==> config.mk <==
export PLATFORM = sky130hd
export DESIGN_NAME = seq_sll_unit_flat
export DESIGN_NICKNAME = d
export VERILOG_FILES = /design/src/rtl/seq_sll_unit_if.sv /design/src/rtl/seq_sll_unit.sv /design/src/flat_wrapper.sv
export SDC_FILE = /design/constraint.sdc
export NUM_CORES = 1
export LEC_CHECK = 0
export CORE_AREA = 4 4 72 108
export DETAILED_ROUTE_END_ITERATION = 7
export DIE_AREA = 0 0 76 112
export HOLD_SLACK_MARGIN = 0.06
export PLACE_DENSITY = 0.63
export SLEW_MARGIN = 30
export SYNTH_ARGS = -nofsm -noshare
export SYNTH_HDL_FRONTEND = slang
export SYNTH_SLANG_ARGS = --single-unit
==> constraint.sdc <==
create_clock -name clock -period 1.44 [get_ports clock]
set_input_delay 0.432 -clock clock [delete_from_list [all_inputs] [get_ports clock]]
set_output_delay 0.432 -clock clock [all_outputs]
set_load 0.01 [all_outputs]
==> src/rtl/seq_sll_unit_if.sv <==
// Start/ready handshake bundle for the sequential left shifter.
// The unit side uses slave; the issuing side uses master.
interface seq_sll_unit_if #(
  parameter int WIDTH = 32,
  parameter int SHW   = 5
);
  logic             start;
  logic [WIDTH-1:0] in;
  logic [SHW-1:0]   shamt;
  logic [WIDTH-1:0] out;
  logic             ovf;
  logic             busy;
  logic             ready;

  modport master (
    output start, in, shamt,
    input  out, ovf, busy, ready
  );

  modport slave (
    input  start, in, shamt,
    output out, ovf, busy, ready
  );
endinterface

==> src/rtl/seq_sll_unit.sv <==
// Multi-cycle logical left shifter: one bit position per clock, start/ready handshake,
// plus a sticky signed-overflow flag for in*2^shamt not fitting in WIDTH signed bits.
module seq_sll_unit #(
  parameter int WIDTH = 32,
  parameter int SHW   = 5
) (
  input  logic          clock,
  input  logic          reset,
  seq_sll_unit_if.slave bus
);

  typedef enum logic [1:0] {
    S_IDLE  = 2'd0,
    S_SHIFT = 2'd1,
    S_DONE  = 2'd2
  } state_t;

  state_t           r_state;
  logic [WIDTH-1:0] r_out;
  logic             r_ovf;
  logic [SHW-1:0]   r_count;
  logic             w_accept;

  // A differing top-bit pair means the next doubling leaves the signed range.
  function automatic logic f_sign_loss(input logic [WIDTH-1:0] v);
    return v[WIDTH-1] ^ v[WIDTH-2];
  endfunction

  assign w_accept = bus.start && (r_state != S_SHIFT);

  always_ff @(posedge clock) begin
    if (reset) begin
      r_state <= S_IDLE;
      r_out   <= '0;
      r_ovf   <= 1'b0;
      r_count <= '0;
    end else begin
      case (r_state)
        S_IDLE, S_DONE: begin
          if (w_accept) begin
            r_out   <= bus.in;
            r_ovf   <= 1'b0;
            r_count <= bus.shamt;
            r_state <= (bus.shamt == '0) ? S_DONE : S_SHIFT;
          end else begin
            r_state <= S_IDLE;
          end
        end
        S_SHIFT: begin
          r_out   <= {r_out[WIDTH-2:0], 1'b0};
          r_ovf   <= r_ovf | f_sign_loss(r_out);
          r_count <= r_count - 1'b1;
          if (r_count == SHW'(1)) begin
            r_state <= S_DONE;
          end
        end
        default: r_state <= S_IDLE;
      endcase
    end
  end

  assign bus.out   = r_out;
  assign bus.ovf   = r_ovf;
  assign bus.busy  = (r_state == S_SHIFT);
  assign bus.ready = (r_state == S_DONE);

endmodule

==> src/flat_wrapper.sv <==
// flat-port wrapper written by rule: the top's interface ports become plain ports
module seq_sll_unit_flat 
#(
  parameter int WIDTH = 32,
  parameter int SHW   = 5
)
  (clock, reset, bus_start, bus_in, bus_shamt, bus_out, bus_ovf, bus_busy, bus_ready);
  seq_sll_unit_if #(.WIDTH(WIDTH), .SHW(SHW)) bus_i ();
  input  logic clock;
  input  logic reset;
  input wire logic [$bits(bus_i.start)-1:0] bus_start;
  input wire logic [$bits(bus_i.in)-1:0] bus_in;
  input wire logic [$bits(bus_i.shamt)-1:0] bus_shamt;
  output wire logic [$bits(bus_i.out)-1:0] bus_out;
  output wire logic [$bits(bus_i.ovf)-1:0] bus_ovf;
  output wire logic [$bits(bus_i.busy)-1:0] bus_busy;
  output wire logic [$bits(bus_i.ready)-1:0] bus_ready;
  assign bus_i.start = bus_start;
  assign bus_i.in = bus_in;
  assign bus_i.shamt = bus_shamt;
  assign bus_out = bus_i.out;
  assign bus_ovf = bus_i.ovf;
  assign bus_busy = bus_i.busy;
  assign bus_ready = bus_i.ready;
  seq_sll_unit #(.WIDTH(WIDTH), .SHW(SHW)) u_core (.clock(clock), .reset(reset), .bus(bus_i));
endmodule
==> results.toml <==
[critical_path]
worst_path_largest_cell_delay_ps = 440
crit_buf_inv = 1
worst_endpoint_data_arrival_time_ps = 1590
slowest_stage = "sky130_fd_sc_hd__clkdlybuf4s50_1"
worstPathRequired_ps = 1620
path_max_fanout = 2
worstSetupStartpointType = "input port"
reg2reg_setup_slack_ps = 130
cp_top_family = "simple AND/OR/NAND/NOR gates"
critical_path_cell_list = "clkdlybuf4s50_1, or4_4, nor2_4, o22a_2, nor2_1"
critPathCaptureType = "register"
timing_worst_setup_path_type = "in2reg"

[finish]
layout-drive-gt1-share_pct = 14.4
fillCellCount = 719
fin_area_mm2 = 0.00262
diodes = 0
fin_nets = 311
layout_overhead_on_the_synthesized_area_pct = 55.6

[logic_synthesis]
synthArstFlopShare_pct = 0
synth-warning-count = 0
ys_top_cells_by_area = "sky130_fd_sc_hd__dfxtp_1 (48%), sky130_fd_sc_hd__o22ai_1 (12%), sky130_fd_sc_hd__nor2_1 (8.9%)"
dominantRegCellSynth = "sky130_fd_sc_hd__dfxtp_1"
synth_nets = 235
synth_seq_cells = 40
synth_top_area_share_pct = 47.7
synth.top_cells.by_count = "sky130_fd_sc_hd__dfxtp_1 (40), sky130_fd_sc_hd__nor2_1 (40), sky130_fd_sc_hd__o22ai_1 (31), sky130_fd_sc_hd__nor3_1 (30)"
synth_enable_flop_cells = 0
synth-seq-area-share_pct = 47.7
netlist.top_cell.by_area = "sky130_fd_sc_hd__dfxtp_1"
synth.avg_cell_area_um2 = 8.71
post_synth_instance_area_mm2 = 0.00168
post_synth_num_cell_types = 31
synthesis.instances = 193

[timing]
worst_hold_slack_ps = 504
finalSetupViolCount = 0
worst_slew_margin_relative_to_its_limit_pct = 71.6
final_max_slew_viol_count = 0
worst_case_clock_skew_ps = 4.99
min_setup_slack_post_route_ps = 33.8
final_hold_viol_count = 0
grt_setup_unrepaired = "false"
max_freq_ghz = 0.711
finalCriticalPeriod_ps = 1410
worstMarginPinSlew_ps = 420
post-route-period-util_pct = 97.7

[die]
core-area_mm2 = 0.00681
io-pin-count = 75
fp-row-count = 37
initial_core_util_pct = 24.7
die-area_mm2 = 0.00851
die_width_um = 76
die-height_um = 112

[placement]
detailed_place.area_mm2 = 0.00254
io_buffers = 74
post_placement_worst_setup_slack_ps = -366
dp.final_hpwl_um = 3490
gp_routability_congestion = 0.813

[route]
totalWireLength_um = 4940
detailedRoute.firstPassIterationCount = 4
routed_wire_length_per_instance_um = 14.2
iteration_0_drc_markers = 36
drt_drc_violations_left = 0
vias = 1712
ant_nets = 0
routed_via_density = 4.92

[min_path]
hp-class = "reg2reg"

[global_routing]
maximum_number_of_pins_on_one_net_before_global_route_repair = 41
first_pass_grt_wire_length_um = 8310
number_of_global_route_vias_before_repair = 1730
overflow = 0
grt.total_usage_pct = 11.7
initial_antenna_violation_count = 0

[clock_network]
cts_tree = "yes"
clkTransAtPathRegs_ps = 80
cts.path.max_buffers = 2
clk-insertion-delay-late_ps = 290
htreeDepth = 2
tritoncts_num_sinks = 40
cts_root_buf = "sky130_fd_sc_hd__clkbuf_8"
number_of_cts_inserted_buffers = 5
cts-hold-fix-buffers = 0

[status]
status = "finished, final reports clean"

[pwr]
worst_ir_drop_on_vdd_mv = 0.479
total_power_mw = 2.94
power_density_mw_per_mm2 = 1120
leakagePower_nw = 1.12

[flow_run]
drv.max_cap_violation_count = 0
[per-layer routing]
| layer | up-vias | track usage (%) | share of wire (%) |
|---|---|---|---|
| met2 | 55 | 20.7 | 53 |
| met5 | - | 0 | 0 |
| met3 | 7 | 2.91 | 5.5 |
| met4 | 0 | 4.51 | 1.8 |
| li1 | 853 | - | - |
| met1 | 797 | 13.3 | 40 |
[logic make-up after synthesis]
group	synth area share, %
flip-flops	47.7
buffers and inverters	7.30
adder cells (fa/ha/maj)	1.49
XOR/XNOR	0.521
AND/OR/NAND/NOR	25.1
AO/OA/AOI/OAI	17.9
[area by class of cell]
cell class | count | area [µm²] | area share (%)
Timing Repair Buffer | 85 | 830 | 31.7
Sequential cell | 40 | 806 | 30.8
Multi-Input combinational cell | 134 | 778 | 29.8
Tap cell | 78 | 97.6 | 3.73
Clock buffer | 6 | 82.6 | 3.16
Inverter | 3 | 11.3 | 0.431
Clock inverter | 2 | 10.0 | 0.383
[worst min-delay path: cells and delay by family (launching register included)]
family	cells	cell delay, ps
AND/OR/NAND/NOR	2	140
flip-flops	1	320
[stage by stage]
step / std cells / utilization (%) / setup TNS [ps]
after CTS: 348 / 38.1 / -704
after global routing: 348 / 38.4 / 0
after floorplan: 193 / - / 0
final: 348 / 38.4 / 0
after global placement: 340 / 37.3 / -7990
after detailed placement: 340 / 37.3 / -8080
[sequential cells by signal, indices dropped and copies added (netlist names)]
signal,count
u_core.bus.out,32
u_core.r_count,5
u_core.r_state,2
u_core.bus.ovf,1
[layout by cell type, fill, tap and decap left out, types with 2 or more instances in the layout]
cell type	synthesis	layout
sky130_fd_sc_hd__nor2_1	40	40
sky130_fd_sc_hd__dfxtp_1	40	38
sky130_fd_sc_hd__clkdlybuf4s50_1	0	36
sky130_fd_sc_hd__dlygate4sd2_1	0	36
sky130_fd_sc_hd__o22ai_1	31	31
sky130_fd_sc_hd__nor3_1	30	28
sky130_fd_sc_hd__a21oi_1	6	6
sky130_fd_sc_hd__clkbuf_8	0	6
sky130_fd_sc_hd__buf_4	6	5
sky130_fd_sc_hd__nor3_2	2	4
sky130_fd_sc_hd__buf_12	0	4
sky130_fd_sc_hd__inv_1	3	2
sky130_fd_sc_hd__nor2_2	2	2
sky130_fd_sc_hd__a22oi_1	2	2
sky130_fd_sc_hd__ha_1	2	2
sky130_fd_sc_hd__clkinv_2	0	2
sky130_fd_sc_hd__buf_2	1	2
[where the power goes]
| group | internal [mW] | switching [mW] | total (mW) |
|---|---|---|---|
| sequential | 1.23 | 0.0974 | 1.33 |
| combinational | 0.429 | 0.406 | 0.835 |
| clock | 0.383 | 0.391 | 0.774 |
[worst paths after layout]
path                            cells after the start               from                 end
worst max-delay path                                5       bus_shamt[0]   u_core.r_state[0]
worst min-delay path                                2  u_core.bus.out[3]   u_core.bus.out[3]
worst max register to register                      6  u_core.r_state[1]  u_core.bus.out[19]
worst min register to register                      2  u_core.bus.out[3]   u_core.bus.out[3]
[what timing repair did]
action / in CTS / in global routing
pin swaps: 2 / 1
gates resized for setup: 43 / 13
setup endpoints to repair: 67 / 35
buffers inserted: 0 / 0
(Power assumes the default switching activity.)
